**config.mk**
```make
export PLATFORM = sky130hd
export DESIGN_NAME = cmos_dvp_tx
export DESIGN_NICKNAME = d
export VERILOG_FILES = /design/src/rtl/cmos_dvp_tx.sv
export SDC_FILE = /design/constraint.sdc
export NUM_CORES = 1
export LEC_CHECK = 0
export BUFFER_PORTS_ARGS = -buffer_cell sky130_fd_sc_hd__buf_2
export CORE_ASPECT_RATIO = 2
export CORE_MARGIN = 3
export CORE_UTILIZATION = 48
export CTS_CLUSTER_DIAMETER = 120
export DETAILED_ROUTE_END_ITERATION = 12
export HOLD_SLACK_MARGIN = 0.12
export PLACE_DENSITY_LB_ADDON = 0.1
export REMOVE_ABC_BUFFERS = 1
export SLEW_MARGIN = 5
export SYNTH_ARGS = -nofsm -noshare
export SYNTH_HDL_FRONTEND = slang
export SYNTH_SLANG_ARGS = --single-unit
```
**constraint.sdc**
```tcl
create_clock -name sys_clk -period 2.1 [get_ports sys_clk]
set_input_delay 0.42 -clock sys_clk [delete_from_list [all_inputs] [get_ports sys_clk]]
set_output_delay 0.42 -clock sys_clk [all_outputs]
set_load 0.1 [all_outputs]
```
**src/rtl/cmos_dvp_tx.sv**
```systemverilog
// rtl/cmos_dvp_tx.sv - DVP camera source emitting RGB565 frames with registered vsync/href/data.
// Pattern macro: CMOS_DVP_TX_STRIPE_EN selects eight vertical colour bars instead of the pixel counter.
module cmos_dvp_tx #(
  parameter int H_PIXEL     = 800,
  parameter int V_PIXEL     = 480,
  parameter int H_BLANK     = 64,
  parameter int VSYNC_LINES = 4,
  parameter int V_BACK      = 2,
  parameter int V_FRONT     = 2
) (
  input  logic       sys_clk,
  input  logic       sys_rst_n,
  input  logic       gen_en,
  output logic       cam_vsync,
  output logic       cam_href,
  output logic [7:0] cam_data,
  output logic       frame_done,
  output logic       busy
);

  localparam int POS_TOTAL  = 2 * H_PIXEL + H_BLANK;
  localparam int LINE_TOTAL = VSYNC_LINES + V_BACK + V_PIXEL + V_FRONT;
  localparam int POS_W      = $clog2(POS_TOTAL);
  localparam int LINE_W     = $clog2(LINE_TOTAL);

  localparam logic [POS_W-1:0]  POS_LAST  = POS_W'(POS_TOTAL - 1);
  localparam logic [POS_W-1:0]  POS_ACT   = POS_W'(2 * H_PIXEL);
  localparam logic [LINE_W-1:0] LINE_LAST = LINE_W'(LINE_TOTAL - 1);
  localparam logic [LINE_W-1:0] VS_LAST   = LINE_W'(VSYNC_LINES - 1);
  localparam logic [LINE_W-1:0] ACT_FIRST = LINE_W'(VSYNC_LINES + V_BACK);
  localparam logic [LINE_W-1:0] ACT_LAST  = LINE_W'(VSYNC_LINES + V_BACK + V_PIXEL - 1);

  localparam logic [0:0] S_IDLE  = 1'b0;
  localparam logic [0:0] S_FRAME = 1'b1;

  logic [0:0]        state;
  logic [POS_W-1:0]  pos;
  logic [LINE_W-1:0] line;

  logic              last_pos;
  logic              last_line;
  logic              in_frame;
  logic              frame_end;
  logic              start;
  logic              run_next;
  logic [POS_W-1:0]  nxt_pos;
  logic [LINE_W-1:0] nxt_line;
  logic              nxt_vsync;
  logic              nxt_href;
  logic              nxt_done;
  logic [7:0]        nxt_data;
  logic [15:0]       pix_val;

  // Counters track the position being presented; outputs are registered from the next position.
  always_comb begin
    last_pos  = (pos == POS_LAST);
    last_line = (line == LINE_LAST);
    in_frame  = (state == S_FRAME);
    frame_end = in_frame && last_pos && last_line;
    start     = gen_en && (!in_frame || frame_end);
    run_next  = start || (in_frame && !frame_end);

    nxt_pos  = pos;
    nxt_line = line;
    if (start) begin
      nxt_pos  = '0;
      nxt_line = '0;
    end else if (last_pos) begin
      nxt_pos  = '0;
      nxt_line = line + 1'b1;
    end else begin
      nxt_pos  = pos + 1'b1;
    end

    nxt_vsync = run_next && (nxt_line <= VS_LAST);
    nxt_href  = run_next && (nxt_line >= ACT_FIRST) && (nxt_line <= ACT_LAST)
                && (nxt_pos < POS_ACT);
    nxt_done  = run_next && (nxt_pos == POS_LAST) && (nxt_line == LINE_LAST);
  end

`ifdef CMOS_DVP_TX_STRIPE_EN
  localparam logic [POS_W-1:0] BAR_W = POS_W'(H_PIXEL / 8);

  logic [POS_W-1:0] pix_idx;
  logic [2:0]       bar_sel;

  always_comb begin
    pix_idx = nxt_pos >> 1;
    bar_sel = 3'(pix_idx / BAR_W);
    case (bar_sel)
      3'd0:    pix_val = 16'hFFFF;
      3'd1:    pix_val = 16'hFFE0;
      3'd2:    pix_val = 16'h07FF;
      3'd3:    pix_val = 16'h07E0;
      3'd4:    pix_val = 16'hF81F;
      3'd5:    pix_val = 16'hF800;
      3'd6:    pix_val = 16'h001F;
      default: pix_val = 16'h0000;
    endcase
  end
`else
  logic [15:0] pix_cnt;

  // The counter advances once the low byte of an active pixel has been presented.
  always_comb begin
    if (start) begin
      pix_val = 16'h0000;
    end else if (cam_href && pos[0]) begin
      pix_val = pix_cnt + 16'h0001;
    end else begin
      pix_val = pix_cnt;
    end
  end

  always_ff @(posedge sys_clk or negedge sys_rst_n) begin
    if (!sys_rst_n) begin
      pix_cnt <= 16'h0000;
    end else begin
      pix_cnt <= run_next ? pix_val : 16'h0000;
    end
  end
`endif

  always_comb begin
    nxt_data = 8'h00;
    if (nxt_href) begin
      nxt_data = nxt_pos[0] ? pix_val[7:0] : pix_val[15:8];
    end
  end

  always_ff @(posedge sys_clk or negedge sys_rst_n) begin
    if (!sys_rst_n) begin
      state      <= S_IDLE;
      pos        <= '0;
      line       <= '0;
      cam_vsync  <= 1'b0;
      cam_href   <= 1'b0;
      cam_data   <= 8'h00;
      frame_done <= 1'b0;
      busy       <= 1'b0;
    end else begin
      state      <= run_next ? S_FRAME : S_IDLE;
      pos        <= run_next ? nxt_pos : '0;
      line       <= run_next ? nxt_line : '0;
      cam_vsync  <= nxt_vsync;
      cam_href   <= nxt_href;
      cam_data   <= nxt_data;
      frame_done <= nxt_done;
      busy       <= run_next;
    end
  end

endmodule

```
## Word level (Yosys, flattened, before mapping)

Index checks and enable logic that the tools add are counted.

- Divide/modulo/power cells: 0
- Mux-type cells: 12
- Magnitude comparators: 4
- Multiply operators: 0
- Bitwise operators: 0
- $add $sub $neg: 3
- Reductions and logical operators: 15
- Eq/ne operators: 4
- Shift operators: 0

Operator list:

| cell | number |
|---|---|
| 2-to-1 mux 16 bit | 3 |
| 2-to-1 mux 11 bit | 3 |
| 2-to-1 mux 9 bit | 3 |
| equality test 11 bit, second input constant | 2 |
| equality test 9 bit, second input constant | 2 |
| adder 16 x 1 -> 16 bit, second input constant | 1 |
| 2-to-1 mux 8 bit | 2 |
| adder 11 x 1 -> 11 bit, second input constant | 1 |
| logical AND 1 bit | 11 |
| < comparator 11 bit, second input constant | 1 |
| adder 9 x 1 -> 9 bit, second input constant | 1 |
| >= comparator 9 x 3 -> 1 bit, second input constant | 1 |
| <= comparator 9 x 2 -> 1 bit, second input constant | 1 |
| <= comparator 9 bit, second input constant | 1 |
| zero test 1 bit | 2 |
| logical OR 1 bit | 2 |
| 2-to-1 mux 1 bit | 1 |

- Memories kept: 0
- Bits in latches: 0
- Input port bits: 3
- Output and inout port bits: 12
- Bits in registers: 49
- Bits in read-only memories: 0
- Word-level logic and storage cells: 47
- Memory bits (writable): 0

## Longest topological paths before layout

Gate-level depths: netlist of the first run.

- Depth in word-level cells: 11
- Gate-level depth with buffers: 9
- Mapped depth without buffers: 7

## Least setup slack after synthesis of the first run

Ideal clock, no wire load.

- Kind: flip-flop to flip-flop
- Start: register cam_href
- End: register cam_data[7]
- Clock period less this slack: 2.418 ns
- Buffers on the path: 0
- Setup slack: -0.318 ns
- Library setup time: 0.087 ns
- Arrival time: 2.331 ns
- Stages on the path, launching flop included: 7
- Data required time: 2.013 ns
- Cell sequence: dfrtp_1 -> nand3_1 -> or2_2 -> nor4_1 -> xnor2_1 -> o31a_1 -> nor3_1

- Cells in the longest elaborated chain, start to end: 5

Ends and longest elaborated chain:

| item | line | source |
|---|---|---|
| from (decl) | 15 | `output logic cam_href,` |
| from (signal assigned) | 146 | `cam_href <= nxt_href;` |
| logical AND 1 bit | 108 | `end else if (cam_href && pos[0]) begin` |
| 2-to-1 mux 16 bit | 108 |  |
| 2-to-1 mux 16 bit | 106 | `if (start) begin` |
| 2-to-1 mux 8 bit | 127 | `nxt_data = nxt_pos[0] ? pix_val[7:0] : pix_val[15:8];` |
| 2-to-1 mux 8 bit | 126 | `if (nxt_href) begin` |
| net nxt_data[7] | 51 | `logic [7:0] nxt_data;` |
| to (signal assigned) | 147 | `cam_data <= nxt_data;` |
| to (decl) | 16 | `output logic [7:0] cam_data,` |

The timed path passes the listed nets, and every way through them passes these cells.

## Final worst setup path of the first run

- Start: register pos[8]
- End: register frame_done

- Cells in the longest elaborated chain, start to end: 9
- Elaborated cells between the ends (all ways): 17
- Those cells by class: add/sub (1); eq/ne (3); mux (4); reduce/logical (9)

Ends and longest elaborated chain:

| item | line | source |
|---|---|---|
| from (decl) | 37 | `logic [POS_W-1:0] pos;` |
| from (signal assigned) | 143 | `pos <= run_next ? nxt_pos : '0;` |
| branches (longest 8 deep; another with adder 11 x 1 -> 11 bit) | -- |  |
| logical AND 1 bit * | 78 | `nxt_done = run_next && (nxt_pos == POS_LAST) && (nxt_line == LINE_LAST);` |
| net nxt_done | 50 | `logic nxt_done;` |
| to (signal assigned) | 148 | `frame_done <= nxt_done;` |
| to (decl) | 17 | `output logic frame_done,` |

Mark *: on every way through the listed nets, which the timed path passes.

==> reports/results.ini, run 1 <==
[worst_setup_path]
criticalPathCategory = reg2reg
crit_arrival_ns = 2.49
worstReg2RegEnd = frame_done
worstReg2RegStart = pos[8]
cp.required_ns = 2.29
setup.worst_path.start_class = register
r2r_slack_ns = -0.19
timing.critical_path.to_type = register
critPathLaunch = pos[8]
worst-path-max-fanout = 4
r2r_cells = 7

[placement]
placed_cells = 382
post-dp-hpwl_um = 5334
io_buffers = 14
place_congestion = 0.8671

[layout]
fin_util_pct = 65.20
area_growth_pct = 30.34
antennaDiodeCount = 0
final_cell_mix = 55 x buf_4, 48 x dfrtp_1, 37 x nor2_1
layout_commonest_cell = buf_4
nNetsFinal = 344
fin_cells = 397
drive_above_1_share_pct = 32.45

[synth]
async_flop_share_pct = 100.0
ys_seq_elements = 48
synth_top_area_cell = dfrtp_1
ys_seq_area_share_pct = 46.31
netlist.area_leader.share_pct = 46.31
synthMuxAreaShare_pct = 2.026
synthCells = 269
synth_edf_count = 0
syn_area_mm2 = 0.002594
ys_types = 47
synthFlopType = dfrtp_1
synth-compound-area-share_pct = 6.368
synth_fa_ha_area_share_pct = 1.447
yosys.area_share.simple_pct = 30.15
synth_top_family_by_area = simple AND/OR/NAND/NOR gates
synthTopCellsByArea = dfrtp_1 46%, xnor2_1 6.8%, nor2_1 5.5%
synth_warnings = 0
synth_xor_area_share_pct = 11.14
synth.avg_cell_area_um2 = 9.642

[sta]
skew_ns = 0.01006
rsz0062_at_grt = yes
setup_violations = 10
max_freq_mhz = 436.2
period_needed_ns = 2.293
whs_ns = 0.1994
tightest_slew_ns = 0.6127
fin_ws_ns = -0.1925
hold_viol = 0
fin_crit_sh_pct = 109.2
slew_headroom_pct = 59.15
drv_slew = 0

[floorplanning]
die_h_um = 110.0
dieWidth_um = 57.98
coreArea_mm2 = 0.005185
rows = 37
io_pins = 15
dieArea_mm2 = 0.006375
initial_utilization_pct = 50.02

[routing]
first_pass_iters = 4
first_iter_violations = 90
via_count = 2260
vias_per_cell = 5.693
drc = 0
wl_um = 7102
wl_per_cell_um = 17.89
ant_nets = 0

[job]
max-cap-violations = 0

[run_status]
violations = setup timing
outcome = finished with violations

[cts]
htree_levels = 2
cts_hold_repair.buffers = 0
clk_pin_slew_ns = 0.09
cts.sinks = 48
cts_max_path_buffers = 2
clock_latency_ns = 0.31
cts_tree = yes
root_buffer = clkbuf_8
cts_made_buffers = 5

[min_path]
hold_path.class = in2async

[pwr]
total_leakage_power_nw = 1.536
peakVddDrop_mv = 0.4717
p_per_area_mw_per_mm2 = 481.5

[grt]
antenna_found_initial = 0
grt_max_degree = 49
grt_pass1_wl_um = 11530
grtUsageTotal_pct = 24.44
grt-ovfl-total = 0
grt_pass1_vias = 2363

## through the flow
step | instance area [um^2] | total power [mW] | TNS (ns) | worst slack [ns]
after detailed placement | 3095 | 0.9670 | -1.807 | -0.2016
after global routing | 3381 | 1.686 | -2.843 | -0.2919
after CTS | 3390 | 1.652 | -1.387 | -0.1801
final | 3381 | 1.628 | -1.782 | -0.1925
after global placement | 3095 | 0.9666 | -1.231 | -0.1270
after floorplan | 2539 | 0.9431 | -37.92 | -1.410
## synth_stat cells, drive strengths merged (5+ instances only)
cell type	number
a211oi	5
a21oi	6
and3	7
clkbuf	8
dfrtp	48
nand2	20
nand3	19
nand4	14
nor2	38
nor3	11
nor4	10
xnor2	20
xor2	13
## cell families after synthesis
family,count (synthesis)
muxes,4
AOI/OAI and AO/OA,24
buffers and inverters,15
adders and majority gates,3
xor gates and xnor gates,33
and+or+nand+nor,142
DFF,48
## worst max-delay path by stage
stage	to	slack, ns
final	frame_done	-0.19
after global placement	cam_data[4]	-0.13
after detailed placement	frame_done	-0.20
after CTS	frame_done	-0.18
after floorplan	cam_data[3]	-1.41
after global routing	cam_data[4]	-0.29
## power by group
group | leakage [nW] | total [mW] | switching, mW | internal [mW]
registers | 0.646 | 0.923 | 0 | 0.923
clock network | 0.0548 | 0.680 | 0.322 | 0.359
logic | 0.835 | 0.0240 | 0.0211 | 0.00284
total | 1.54 | 1.63 | 0.343 | 1.28
## what timing repair did
action	in CTS	in global routing
cloned	1	0
buffers inserted	6	2
pin swaps	17	7
resized for setup	21	5
setup endpoints to repair	10	11
## final cells by class
cell class                      count  area, um^2
Clock inverter                      3       46.29
Tap cell                           58       72.57
Timing Repair Buffer               74       539.3
Multi-Input combinational cell    206        1441
Fill cell                         439        1804
Clock buffer                        5       68.82
Inverter                            3       11.26
Sequential cell                    48        1201
## registers in the layout (all words and copies together), names as in the netlist
register and flops:
frame_done 1, cam_href 1, cam_vsync 1, pos 11
cam_data 8, pix_cnt 16, line 9, busy 1
## routing by layer
metal | wire length [um] | track usage, % | part of all wire, %
met3 | 155 | 3.055 | 2.2
met5 | 0 | 0 | 0
met2 | 4177 | 46.84 | 59
met1 | 2473 | 24.42 | 35
met4 | 297 | 13.27 | 4.2
## worst max-delay path: stages (launching register included)
cell and delay [ns]:
dfrtp_1 0.39, nand4bb_4 0.29, buf_6 0.16, nor4_4 0.28, xnor2_1 0.14, a2111o_1 0.42
nand4b_1 0.20, nor4bb_1 0.30
Note: power is estimated with default switching activity, not from simulation.
==> run 2, diff against run 1 <==
--- a/config.mk
+++ b/config.mk
@@ -5,8 +5,9 @@
 export SDC_FILE = /design/constraint.sdc
 export NUM_CORES = 1
 export LEC_CHECK = 0
+export ABC_AREA = 1
 export BUFFER_PORTS_ARGS = -buffer_cell sky130_fd_sc_hd__buf_2
-export CORE_ASPECT_RATIO = 2
+export CORE_ASPECT_RATIO = 1.25
 export CORE_MARGIN = 3
 export CORE_UTILIZATION = 48
 export CTS_CLUSTER_DIAMETER = 120
==> reports/results.ini, run 2 <==
[layout]
area_growth_pct = 22.99
nNetsFinal = 415
antennaDiodeCount = 0
multi_input_area_mm2 = 0.001453
largest_register_ffs = 16
fin_area_mm2 = 0.003327
drive_above_1_share_pct = 24.88
final_cell_mix = 82 x nand2_1, 68 x nor2_1, 48 x dfrtp_1
regArea_mm2 = 0.001201
top_register = pix_cnt
top_regs = pix_cnt (16), pos (11), line (9)
layout_commonest_cell = nand2_1
fillers = 465

[floorplanning]
coreArea_mm2 = 0.005261
dieArea_mm2 = 0.006578
dieWidth_um = 73.15
die_h_um = 89.93
rows = 29
initial_utilization_pct = 51.41
io_pins = 15

[sta]
max_freq_mhz = 502.3
setup_violations = 0
hold_viol = 0
fin_ws_ns = 0.1093
drv_slew = 0
skew_ns = 0.01326
period_needed_ns = 1.991
fin_crit_sh_pct = 94.79
rsz0062_at_grt = yes
slew_headroom_pct = 64.16
tightest_slew_ns = 0.5376

[synth]
synthTopCellsByArea = dfrtp_1 44%, nand2_1 12%, nor2_1 11%
async_flop_share_pct = 100.0
ys_types = 29
netlist.area_leader.share_pct = 44.40
ys_seq_area_share_pct = 44.40
syn_area_mm2 = 0.002705
synthTopCellsByCount = 88 x nand2_1, 76 x nor2_1, 48 x dfrtp_1
ys_seq_elements = 48
synth_edf_count = 0
synth.most_common_cell = nand2_1
synthFlopType = dfrtp_1
synthCells = 364
synth_warnings = 0
synth_top_area_cell = dfrtp_1
synth.avg_cell_area_um2 = 7.432

[grt]
antenna_found_initial = 0
grt_max_degree = 28
grt_pass1_vias = 2336
grt-ovfl-total = 0
grt_pass1_wl_um = 10490
grtUsageTotal_pct = 20.03

[pwr]
seq_power_share_pct = 48.9
total_leakage_power_nw = 1.671
p_per_area_mw_per_mm2 = 648.9
p_comb_share_pct = 20.4
switchingPower_mw = 0.6368
power.internal_mw = 1.522
netSwitchingFraction_pct = 29.49
peakVddDrop_mv = 0.3604
pwr-share-clk_pct = 30.7

[routing]
via_count = 2403
drc = 0
first_pass_iters = 4
wl_um = 6309
ant_nets = 0
wl_per_cell_um = 13.37
vias_per_cell = 5.091
first_iter_violations = 105

[worst_setup_path]
worst-path-max-fanout = 17
r2r_slack_ns = 0.11
criticalPathCategory = reg2reg
timing.critical_path.to_type = register
cp.required_ns = 2.33
crit_arrival_ns = 2.22
setup.worst_path.start_class = register

[job]
max-cap-violations = 0

[cts]
cts.sinks = 48
clock_latency_ns = 0.31
cts_tree = yes
htree_levels = 2
root_buffer = clkbuf_8
clk_pin_slew_ns = 0.09
cts_made_buffers = 5
cts_max_path_buffers = 2

[placement]
postPlaceCellArea_mm2 = 0.003047
post-dp-hpwl_um = 4633
io_buffers = 14
place_congestion = 0.8431
dp_slack_ns = -0.05036

[min_path]
hold_path.class = in2reg

[run_status]
outcome = completed

==> run 2: changes by cell type after synthesis, moves of 7 or more <==
cell and delta:
nor2_1 +38, nor2_2 +10, nor4_1 -8, inv_1 +36, xnor2_1 -16, nand3_1 +11
nand2_1 +68, and3_1 -7
==> run 2: power by group through the flow <==
stage                     combinational, mW  sequential, mW  clock, mW
after floorplan                       0.259            1.07          0
after global placement                0.409            1.07          0
after detailed placement              0.416            1.07          0
after CTS                             0.419            1.05      0.675
after global routing                  0.500            1.07      0.703
final                                 0.441            1.06      0.662
==> run 2: metrics by stage <==
step	instances	hold WS (ns)	utilization, %	setup TNS (ns)	power [mW]
3_3_place_gp	461	0.4377	57.91	0	1.476
2_1_floorplan	357	0.1244	-	-3.545	1.325
3_5_place_dp	461	0.4384	57.91	-0.1359	1.483
6_report	472	0.5295	63.23	0	2.159
5_1_grt	472	0.5644	63.23	-0.1051	2.269
4_1_cts	470	0.5059	60.33	0	2.143
==> run 2: cell type report <==
class / count / share of cell area [%]
multi-input cells: 266 / 43.66
flip-flops and latches: 48 / 36.10
repair buffers: 44 / 9.703
inverters: 44 / 4.964
well taps: 62 / 2.332
clock buffers: 6 / 2.181
clock inverters: 2 / 1.053
==> run 2: critical path: stages (launching register included) <==
cell and delay [ns]:
dfrtp_1 0.42, nor2_1 0.23, nand2_1 0.14, nor2_4 0.16, nand2_2 0.08, nand2_4 0.10
nand2_8 0.11, nand2_2 0.10, nand2_1 0.09, a21oi_4 0.22, nand3_4 0.15, nor2_2 0.11
==> run 2: logic make-up after synthesis <==
kind of cell | after synthesis | share of synthesized area, %
buffers and inverters | 51 | 7.632
muxes | 1 | 0.3700
xor gates and xnor gates | 20 | 6.475
DFF | 48 | 44.40
adders and majority gates | 3 | 1.388
AOI/OAI and AO/OA | 15 | 3.238
and+or+nand+nor | 226 | 36.49
==> run 2: metal layers <==
layer,vias up,track usage [%],share of wire [%]
met4,0,7.538,3.0
met5,-,0,0
li1,1218,-,-
met1,1146,25.07,44
met3,13,3.013,2.2
met2,26,33.96,51
==> run 2: timing repair <==
| action | 4_1_cts | 5_1_grt |
|---|---|---|
| endpoints found under the hold margin | 18 | 0 |
| gates cloned | 0 | 1 |
| gates resized for setup | 2 | 34 |
| hold buffers | 1 | 0 |
| setup buffers | 0 | 1 |
| setup endpoints to repair | 7 | 10 |
| pin swaps | 0 | 6 |
==> run 2: final timing paths <==
kind                            startpoint           to  depth (start not counted)
worst min-delay path                gen_en  pix_cnt[15]                          3
max in group asynchronous        sys_rst_n  pix_cnt[10]                          3
worst max-delay path                pos[8]  cam_data[6]                         11
min in group asynchronous        sys_rst_n      pos[10]                          2
worst max register to register      pos[8]  cam_data[6]                         11
worst min register to register      pos[0]       pos[0]                          2
==> run 3, diff against run 2 <==
--- a/config.mk
+++ b/config.mk
@@ -7,13 +7,16 @@
 export LEC_CHECK = 0
 export ABC_AREA = 1
 export BUFFER_PORTS_ARGS = -buffer_cell sky130_fd_sc_hd__buf_2
+export CAP_MARGIN = 25
+export CELL_PAD_IN_SITES_DETAIL_PLACEMENT = 1
+export CELL_PAD_IN_SITES_GLOBAL_PLACEMENT = 1
 export CORE_ASPECT_RATIO = 1.25
 export CORE_MARGIN = 3
-export CORE_UTILIZATION = 48
+export CORE_UTILIZATION = 40
 export CTS_CLUSTER_DIAMETER = 120
 export DETAILED_ROUTE_END_ITERATION = 12
 export HOLD_SLACK_MARGIN = 0.12
-export PLACE_DENSITY_LB_ADDON = 0.1
+export PLACE_DENSITY = 0.77
 export REMOVE_ABC_BUFFERS = 1
 export SLEW_MARGIN = 5
 export SYNTH_ARGS = -nofsm -noshare
==> reports/results.ini, run 3 (same netlist as run 2, synthesis figures left out) <==
[floorplanning]
io_pins = 15
coreArea_mm2 = 0.006366
initial_utilization_pct = 42.49
die_h_um = 97.94
rows = 32
dieArea_mm2 = 0.007792
dieWidth_um = 79.56

[sta]
rsz0062_at_grt = yes
tightest_slew_ns = 0.5501
setup_violations = 10
slew_headroom_pct = 63.33
fin_ws_ns = -0.07989
hold_viol = 0
max_freq_mhz = 458.7
fin_crit_sh_pct = 103.8
drv_slew = 0
period_needed_ns = 2.180
skew_ns = 0.005905

[layout]
fin_util_pct = 53.75
drive_above_1_share_pct = 26.92
fillers = 818
final_cell_mix = 79 x nand2_1, 68 x nor2_1, 48 x dfrtp_1
top_regs = pix_cnt (16), pos (11), line (9)
multi_input_area_mm2 = 0.001520
antennaDiodeCount = 0
area_growth_pct = 26.50
largest_register_ffs = 16
regArea_mm2 = 0.001201
nNetsFinal = 421
layout_commonest_cell = nand2_1
top_register = pix_cnt

[routing]
first_pass_iters = 4
first_iter_violations = 113
wl_per_cell_um = 16.59
ant_nets = 0
vias_per_cell = 5.106
wl_um = 8313
drc = 0
via_count = 2558

[cts]
cts_tree = yes
clock_latency_ns = 0.31
cts.sinks = 48
htree_levels = 2
cts_max_path_buffers = 2
clk_pin_slew_ns = 0.09
root_buffer = clkbuf_8
cts_made_buffers = 5

[grt]
grt_pass1_wl_um = 12920
grt_max_degree = 25
grt-ovfl-total = 0
grt_pass1_vias = 2719
antenna_found_initial = 0
grtUsageTotal_pct = 21.29

[pwr]
peakVddDrop_mv = 0.3079
total_leakage_power_nw = 1.702
p_per_area_mw_per_mm2 = 630.1
total_power_mw = 2.156

[worst_setup_path]
cp.required_ns = 2.35
timing.critical_path.to_type = register
setup.worst_path.start_class = register
criticalPathCategory = reg2reg
crit_arrival_ns = 2.43
worst-path-max-fanout = 5

[run_status]
outcome = finished with violations
violations = setup timing

[placement]
place_congestion = 0.8880
post-dp-hpwl_um = 5787
io_buffers = 14

[min_path]
hold_path.class = reg2reg

[job]
max-cap-violations = 0

## run 3: critical path: stages (launching register included)
cell and delay (ns):
dfrtp_1 0.43, ha_4 0.18, nand2_2 0.06, nor2_4 0.13, nand2_2 0.08, nor2_4 0.18, nand2_2 0.10, nand2_4 0.15
nand2_8 0.09, o21ai_2 0.09, nand2_2 0.09, a21oi_4 0.22, nand3_4 0.16, nor2_2 0.14
## run 3: metal layers
metal / vias up / GRT usage, % / share of wire, %
met4: 0 / 6.746 / 2.5
met5: - / 0 / 0
met3: 14 / 3.229 / 1.8
met1: 1287 / 24.32 / 40
met2: 33 / 39.68 / 55
li1: 1224 / - / -
## run 3: layout make-up
type | count | share of cell area (%)
clock buffers | 7 | 2.523
multi-input cells | 268 | 44.42
inverters | 44 | 4.826
repair buffers | 48 | 9.799
flip-flops and latches | 48 | 35.10
well taps | 85 | 3.108
clock inverters | 1 | 0.2194
## run 3: metrics by stage
| step | setup TNS, ns | instance area, um^2 | cells | worst slack [ns] | hold WS, ns |
|---|---|---|---|---|---|
| finish | -0.4400 | 3422 | 501 | -0.07989 | 0.5543 |
| global route | -1.771 | 3422 | 501 | -0.1833 | 0.6039 |
| CTS | 0 | 3239 | 495 | 0.007733 | 0.5032 |
| detailed placement | -0.6859 | 3058 | 485 | -0.1031 | 0.4418 |
| global placement | 0 | 3058 | 485 | 0.03528 | 0.4282 |
| floorplan | -3.545 | 2664 | 357 | -0.3743 | 0.1244 |
## run 3: path summary, 6_finish.rpt
kind,start,endpoint,slack [ns],cells past startpoint
hold reg to reg,pix_cnt[4],pix_cnt[4],0.55,3
setup / recovery,pos[1],cam_data[0],-0.08,13
min in group asynchronous,sys_rst_n,cam_data[2],0.61,2
max in group asynchronous,sys_rst_n,line[0],0.82,3
setup reg to reg,pos[1],cam_data[0],-0.08,13
hold / removal,pix_cnt[4],pix_cnt[4],0.55,3
## run 3: what timing repair did
item	CTS	global route
setup endpoints to repair	9	10
cloned	1	2
endpoints found under the hold margin	22	0
setup buffers	0	4
hold buffers	1	0
gates resized for setup	16	31
pin swaps	3	16
## run 3: power breakdown
group / total (mW) / leakage, nW / switching [mW] / internal (mW)
clock: 0.602 / 0.0445 / 0.333 / 0.268
combinational: 0.488 / 1.01 / 0.289 / 0.199
sequential: 1.07 / 0.645 / 0.0772 / 0.989
total: 2.16 / 1.70 / 0.699 / 1.46
